## src/rtl/v_hier_arb_pkg.sv

```systemverilog
// v_hier_arb_pkg: shared types, constants and the round-robin pick function
// for the v_hier_arb sequencer.
package v_hier_arb_pkg;
  localparam int AVEC_W = 4;
  typedef enum logic {IDLE, WAIT} state_t;
  typedef struct packed {
    logic       found;
    logic [3:0] idx;
  } pick_t;
  // Searches ptr+1, ptr+2, ... modulo n; iterating downwards lets the nearest hit win.
  function automatic pick_t rr_pick(input logic [15:0] req, input logic [3:0] ptr, input int n);
    pick_t p;
    int j;
    p = '0;
    for (int k = n; k >= 1; k--) begin
      j = (int'(ptr) + k) % n;
      if (req[j]) begin
        p.found = 1'b1;
        p.idx = 4'(j);
      end
    end
    return p;
  endfunction
endpackage

```

## src/rtl/v_hier_rr_pick.sv

```systemverilog
// v_hier_rr_pick: combinational rotate/priority-encode round-robin picker,
// NREQ wide, shared by arbiters in front of a single resource.
module v_hier_rr_pick import v_hier_arb_pkg::*; #(
  parameter int NREQ = 4,
  parameter int IDW = $clog2(NREQ)
) (
  input  logic [NREQ-1:0] req,
  input  logic [IDW-1:0]  ptr,
  output logic            found,
  output logic [IDW-1:0]  idx
);
  pick_t p;
  always_comb begin
    p = rr_pick(16'(req), 4'(ptr), NREQ);
    found = p.found;
    idx = IDW'(p.idx);
  end
endmodule

```

## src/rtl/v_hier_arb.sv

```systemverilog
// v_hier_arb: round-robin arbiter/sequencer sharing one v_hier_sub among NREQ requesters.
// Define V_HIER_ARB_STATS_EN to add saturating stat_grants/stat_conflicts counters.
module v_hier_arb import v_hier_arb_pkg::*; #(
  parameter int NREQ = 4,
  parameter int SUB_LAT = 1,
  parameter int IDW = $clog2(NREQ)
) (
  input  logic                     clk,
  input  logic                     reset_l,
  input  logic [NREQ-1:0]          req,
  input  logic [AVEC_W*NREQ-1:0]   req_avec,
  output logic [NREQ-1:0]          gnt,
  output logic [AVEC_W-1:0]        sub_avec,
  input  logic [AVEC_W-1:0]        sub_qvec,
  output logic                     rsp_valid,
  output logic [IDW-1:0]           rsp_id,
  output logic [AVEC_W-1:0]        rsp_qvec,
  output logic                     busy
`ifdef V_HIER_ARB_STATS_EN
  ,
  output logic [7:0]               stat_grants,
  output logic [7:0]               stat_conflicts
`endif
);
  localparam int CW = $clog2(SUB_LAT + 1);
  state_t            state_q, state_d;
  logic [NREQ-1:0]   gnt_q, gnt_d;
  logic [AVEC_W-1:0] avec_q, avec_d, qvec_q, qvec_d;
  logic [IDW-1:0]    id_q, id_d, ptr_q, ptr_d, win;
  logic [CW-1:0]     cnt_q, cnt_d;
  logic              vld_q, vld_d, found, grant;
  v_hier_rr_pick #(.NREQ(NREQ), .IDW(IDW)) u_pick (
    .req  (req),
    .ptr  (ptr_q),
    .found(found),
    .idx  (win)
  );
  assign grant = (state_q == IDLE) && found;
`ifdef V_HIER_ARB_STATS_EN
  logic [7:0] grants_q, grants_d, conf_q, conf_d;
  logic       multi;
  always_comb begin
    multi = |(req & (req - NREQ'(1)));
    grants_d = (grant && grants_q != 8'hFF) ? grants_q + 8'd1 : grants_q;
    conf_d = (grant && multi && conf_q != 8'hFF) ? conf_q + 8'd1 : conf_q;
  end
  always_ff @(posedge clk or negedge reset_l)
    if (!reset_l) begin
      grants_q <= '0;
      conf_q <= '0;
    end else begin
      grants_q <= grants_d;
      conf_q <= conf_d;
    end
  assign stat_grants = grants_q;
  assign stat_conflicts = conf_q;
`endif
  always_ff @(posedge clk or negedge reset_l)
    if (!reset_l) begin
      state_q <= IDLE;
      gnt_q <= '0;
      avec_q <= '0;
      id_q <= '0;
      qvec_q <= '0;
      vld_q <= 1'b0;
      ptr_q <= IDW'(NREQ - 1);
      cnt_q <= '0;
    end else begin
      state_q <= state_d;
      gnt_q <= gnt_d;
      avec_q <= avec_d;
      id_q <= id_d;
      qvec_q <= qvec_d;
      vld_q <= vld_d;
      ptr_q <= ptr_d;
      cnt_q <= cnt_d;
    end
  always_comb begin
    state_d = state_q;
    gnt_d = '0;
    avec_d = avec_q;
    id_d = id_q;
    qvec_d = qvec_q;
    vld_d = 1'b0;
    ptr_d = ptr_q;
    cnt_d = cnt_q;
    if (state_q == IDLE) begin
      if (found) begin
        gnt_d = NREQ'(1) << win;
        avec_d = req_avec[AVEC_W*win +: AVEC_W];
        id_d = win;
        ptr_d = win;
        cnt_d = CW'(SUB_LAT);
        state_d = WAIT;
      end
    end else begin
      cnt_d = cnt_q - CW'(1);
      if (cnt_q == CW'(1)) begin
        qvec_d = sub_qvec;
        vld_d = 1'b1;
        state_d = IDLE;
      end
    end
  end
  always_comb begin
    gnt = gnt_q;
    sub_avec = avec_q;
    rsp_valid = vld_q;
    rsp_id = id_q;
    rsp_qvec = qvec_q;
    busy = state_q == WAIT;
  end
endmodule

```

## config.mk

```make
export PLATFORM = sky130hd
export DESIGN_NAME = v_hier_arb
export DESIGN_NICKNAME = d
export VERILOG_FILES = /design/src/rtl/v_hier_arb_pkg.sv /design/src/rtl/v_hier_rr_pick.sv /design/src/rtl/v_hier_arb.sv
export SDC_FILE = /design/constraint.sdc
export NUM_CORES = 1
export LEC_CHECK = 0
export ABC_AREA = 1
export BUFFER_PORTS_ARGS = -buffer_cell sky130_fd_sc_hd__buf_2
export CAP_MARGIN = 15
export CORE_MARGIN = 4
export CORE_UTILIZATION = 50
export CTS_BUF_LIST = sky130_fd_sc_hd__clkbuf_4 sky130_fd_sc_hd__clkbuf_8
export CTS_CLUSTER_DIAMETER = 50
export DETAILED_ROUTE_END_ITERATION = 8
export HOLD_SLACK_MARGIN = 0.12
export PLACE_DENSITY = 0.81
export SLEW_MARGIN = 20
export SYNTH_ARGS = -nofsm -noshare
export SYNTH_HDL_FRONTEND = slang
export SYNTH_HIERARCHICAL = 1
export SYNTH_SLANG_ARGS = --single-unit
```

## constraint.sdc

```tcl
create_clock -name clk -period 2.35 [get_ports clk]
set_clock_uncertainty 0.05 [all_clocks]
set_input_delay 0 -clock clk [delete_from_list [all_inputs] [get_ports clk]]
set_output_delay 0 -clock clk [all_outputs]
set_load 0.02 [all_outputs]
```

Word-level counts from Yosys, hierarchy flattened
Index checks and enable logic that the tools add are counted.
{"block": "word_totals", "regBits": 19, "latchBits": 0, "mem_bits_rw": 0, "mem_bits_ro": 0, "out_inout_bits": 16, "elab_cells": 56, "n_memories": 0}
{"block": "op_classes", "n_addsub": 5, "multipliers": 0, "div_mod_pow": 0, "magnitude_cmp": 4, "n_eq_ne": 0, "shifts": 2, "muxes": 25, "bitwise_logic": 5, "n_reduce_logical": 7}
{"operator": "3-bit by 6-bit < comparator with 1-bit output, second input constant", "count": 4}
{"operator": "5-bit 2-to-1 mux", "count": 4}
{"operator": "16-bit by 5-bit variable part select with 4-bit output", "count": 1}
{"operator": "1-bit 2-to-1 mux", "count": 15}
{"operator": "1-bit binary-select mux with 3-bit select", "count": 4}
{"operator": "4-bit 2-to-1 mux", "count": 2}
{"operator": "2-bit OR reduction", "count": 4}
{"operator": "2-bit by 1-bit adder with 2-bit output, second input constant", "count": 2}
{"operator": "2-bit adder, second input constant", "count": 2}
{"operator": "1-bit AND, first input constant", "count": 4}
{"operator": "2-bit AND reduction", "count": 2}
{"operator": "1-bit by 2-bit << shifter with 4-bit output, first input constant", "count": 1}
{"operator": "2-bit nonzero test", "count": 1}
{"operator": "1-bit NOT", "count": 1}
{"operator": "1-bit subtractor, second input constant", "count": 1}

Longest topological paths before layout
{"block": "logic_depth", "word_depth": 13, "ltp_mapped": 16, "depth_no_buf": 15}

Hierarchy
Netlist, hierarchy kept.
{"mod": "v_hier_arb", "n_inst": 1, "cells_each": 114, "area_per_inst_um2": 877.1}
{"mod": "v_hier_rr_pick", "n_inst": 1, "cells_each": 49, "area_per_inst_um2": 249.0}

Worst setup path after synthesis
OpenSTA, ideal clock, no wires.
{"block": "synth_path", "path_type": "register to register", "start": "reg ptr_q[0]", "end": "reg avec_q[0] (netlist: sub_avec[0])", "setup_ns": 0.117, "arrival_time_ns": 1.555, "t_required_ns": 2.183, "path_slack_ns": 0.629, "stages_incl_launch_ff": 17, "n_path_buf": 1, "period_less_slack_ns": 1.721, "cell_sequence": "dfstp_2 -> buf_6 -> inv_8 -> nand2_2 -> nand2_2 -> nand2_1 -> nand2_1 -> nand2_1 -> nand2_1 -> nand2_1 -> nand2_1 -> inv_1 -> nand2_1 -> nand3_1 -> nand2_1 -> nand2_1 -> nand2_1"}
{"block": "synth_via", "elab_chain_cells": 11}
{"item": "start: declaration", "line": "v_hier_arb.sv:29", "rtl": "logic [IDW-1:0] id_q, id_d, ptr_q, ptr_d, win;"}
{"item": "start signal: assignment", "line": "v_hier_arb.sv:66", "rtl": "ptr_q <= IDW'(NREQ - 1);"}
{"item": "start signal: assignment", "line": "v_hier_arb.sv:75", "rtl": "ptr_q <= ptr_d;"}
{"item": "2-bit by 1-bit adder with 2-bit output", "line": "v_hier_arb_pkg.sv:16", "rtl": "j = (int'(ptr) + k) % n;"}
{"item": "2-bit OR reduction (no source line)"}
{"item": "1-bit AND (no source line)"}
{"item": "1-bit binary-select mux with 3-bit select", "line": "v_hier_arb_pkg.sv:17", "rtl": "if (req[j]) begin"}
{"item": "1-bit 2-to-1 mux (not written as such) (2 in series)", "line": "v_hier_arb_pkg.sv:17"}
{"item": "5-bit 2-to-1 mux (3 in series)", "line": "v_hier_arb_pkg.sv:17"}
{"item": "5-bit 2-to-1 mux (*)", "line": "v_hier_arb_pkg.sv:17"}
{"item": "net win[0]", "line": "v_hier_arb.sv:29"}
{"item": "16-bit by 5-bit variable part select with 4-bit output (*)", "line": "v_hier_arb.sv:90", "rtl": "avec_d = req_avec[AVEC_W*win +: AVEC_W];"}
{"item": "end signal: assignment", "line": "v_hier_arb.sv:71", "rtl": "avec_q <= avec_d;"}
{"item": "end: declaration", "line": "v_hier_arb.sv:28", "rtl": "logic [AVEC_W-1:0] avec_q, avec_d, qvec_q, qvec_d;"}
The timed path passes the listed nets; every way through them passes the cells marked *. The select of a mux whose other input is x is not followed.
A chain may end at the register's enable or synchronous reset.

Worst setup path after layout
Same ends and word-level chain as after synthesis.

==> reports/metrics.cfg <==
[routing]
drc=0
via_per_inst=4.56
dr.pass1.iters=4
drtIter0Drc=25
ant_nets=0
routedWlPerCell_um=11.7
vias=1158
wirelength_um=2970

[floorplanning]
rows=16
start_util_pct=55.1
die_area_um2=3080
die_h_um=55.5
die_w_um=55.5
core_area_um2=2040
ioPinCount=42

[final_layout]
register_area_um2=478
finalNetCount=254
multi_input_area_um2=500
drive_above_1_share_pct=30.8
diodes=0
fillers=155
areaGrowthSynthToFinish_pct=40.4

[grt]
grt_pass1_vias=1214
grt_use_total_pct=21.6
grt_max_degree=20
grt_antenna_before_repair=0
overflow=0
grt_pass1_wl_um=5550

[clock_tree]
clk_pin_slew_ns=0.11
cts_tree=built
clock-sinks=19
cts_buffers=3
htree_levels=1
clk_path_buf_depth=2
cts-root-buf=clkbuf_4
clk_latency_ns=0.28

[pwr]
peakVddDrop_mv=0.778
p_leak_nw=0.975
power_mw=2.16
power_density_nw_per_um2=1370

[critical_path]
crit_fanout=12
critical_path_arrival_ns=2.11
startpoint_type=flip-flop
end_kind=flip-flop
critPathKind=reg2reg
required_ns=2.48

[synthesis]
synth_nets=189
ys_seq_elements=19
ys_warn_count=6
synth.avg_cell_area_um2=6.91
synth_area_um2=1130
syn_inst=163
ys_types=17
synth-seq-area-share_pct=42.4

[timing]
slew_violations=0
tightest_slew_ns=0.418
min_period_ns=1.97
timing.slew.headroom_pct=72.2
fmax_ghz=0.507
setup_viol=0
setup_tns_ns=0
rsz0062_at_grt=false
fin_crit_sh_pct=84.0
hold_viol=0

[placed_design]
dp_hpwl_um=1950
io_buffers=41
gp_congestion=0.842

[worst_hold_path]
hold_path.class=in2async

[status]
status=complete, no violations

[job]
max_cap_violations=0

[sequential cells by signal (all words and copies together), names as in the netlist]
| register | flops |
|---|---|
| busy | 1 |
| cnt_q | 1 |
| gnt | 4 |
| ptr_q | 2 |
| rsp_id | 2 |
| rsp_qvec | 4 |
| rsp_valid | 1 |
| sub_avec | 4 |
[worst max-delay path, stage by stage (launching register included)]
cell     delay (ns)
dfstp_2        0.68
inv_8          0.08
nand2_2        0.06
nand2_2        0.06
nand2_1        0.08
nand2_1        0.06
nand2_1        0.08
nand2_1        0.05
nand2_1        0.06
nand2_2        0.15
inv_2          0.16
nand2_1        0.07
nand3_1        0.07
nand2_1        0.06
nand2_1        0.06
nand2_1        0.05
[Yosys cell counts, drive strengths merged]
master	instances	area, µm²
and2	1	8.76
o21ai	2	13.8
dfstp	2	52.6
dfrtp	17	425
nor2	8	40.0
nand2	88	365
nand3	12	60.1
nor3	1	10.0
buf	3	33.8
inv	29	116
[metrics by stage]
step	std cells	utilization (%)	hold WS, ns	setup slack (ns)	cell area (µm²)
global route	254	77.5	0.146	0.130	1580
floorplan	163	-	-0.346	0.629	1130
finish	254	77.5	0.120	0.376	1580
CTS	253	77.0	0.128	0.184	1570
global placement	228	65.2	-0.0942	0.279	1330
detailed placement	228	65.2	-0.0930	0.210	1330
[final cells by class]
cell class	instances	area share, %
clock buffer	4	1.90
multi-input combinational	112	31.6
timing repair buffer	63	26.7
inverter	29	7.36
sequential	19	30.2
tap	27	2.14
[timing repair]
action	in CTS	in global routing
setup endpoints to repair	0	4
resized for setup	0	2
hold endpoints to repair	27	0
hold buffers	21	0
buffers inserted	0	1
[final timing paths]
kind	cells after the start	end	slack (ns)	from
setup / recovery	15	sub_avec[0]$_DFFE_PN0P_	0.38	ptr_q[0]$_DFFE_PN1P_
hold / removal	2	gnt[2]$_DFF_PN0_	0.12	reset_l
setup reg to reg	15	sub_avec[0]$_DFFE_PN0P_	0.38	ptr_q[0]$_DFFE_PN1P_
hold reg to reg	2	rsp_id[1]$_DFFE_PN0P_	0.43	rsp_id[1]$_DFFE_PN0P_
max in group asynchronous	2	ptr_q[0]$_DFFE_PN1P_	1.81	reset_l
min in group clk	7	busy$_DFF_PN0_	0.23	req[3]
[layer usage]
layer | part of all wire, % | global-route usage, % | routed length (µm)
met1 | 44 | 26.9 | 1300
met2 | 49 | 38.0 | 1460
met3 | 5.1 | 4.43 | 151
met4 | 1.9 | 4.86 | 55
met5 | 0 | 0 | 0
[cell families after synthesis]
family                 Yosys count  share of synthesized area, %
DFF                             19                          42.4
buffers and inverters           32                          13.3
AOI/OAI and AO/OA                2                          1.22
and+or+nand+nor                110                          43.0
[power breakdown]
| part | internal, mW | switching, mW |
|---|---|---|
| sequential | 0.494 | 0.109 |
| combinational | 0.476 | 0.911 |
| clock | 0.0773 | 0.0937 |
[placed cells by master (no fill, tap or decap)]
| cell | count |
|---|---|
| nand2_1 | 77 |
| buf_2 | 41 |
| inv_1 | 23 |
| dlygate4sd3_1 | 21 |
| dfrtp_1 | 17 |
| nand3_1 | 12 |
| nand2_2 | 9 |
| nor2_1 | 6 |
| inv_2 | 5 |
| clkbuf_4 | 4 |
| dfstp_2 | 2 |
| nand2_4 | 2 |
| nor2_4 | 1 |
| nor3_2 | 1 |
| o21ai_0 | 1 |
| buf_4 | 1 |
| o21ai_2 | 1 |
| inv_8 | 1 |
| and2_4 | 1 |
| nor2_2 | 1 |
No activity file was read; power rests on OpenSTA's default activity.
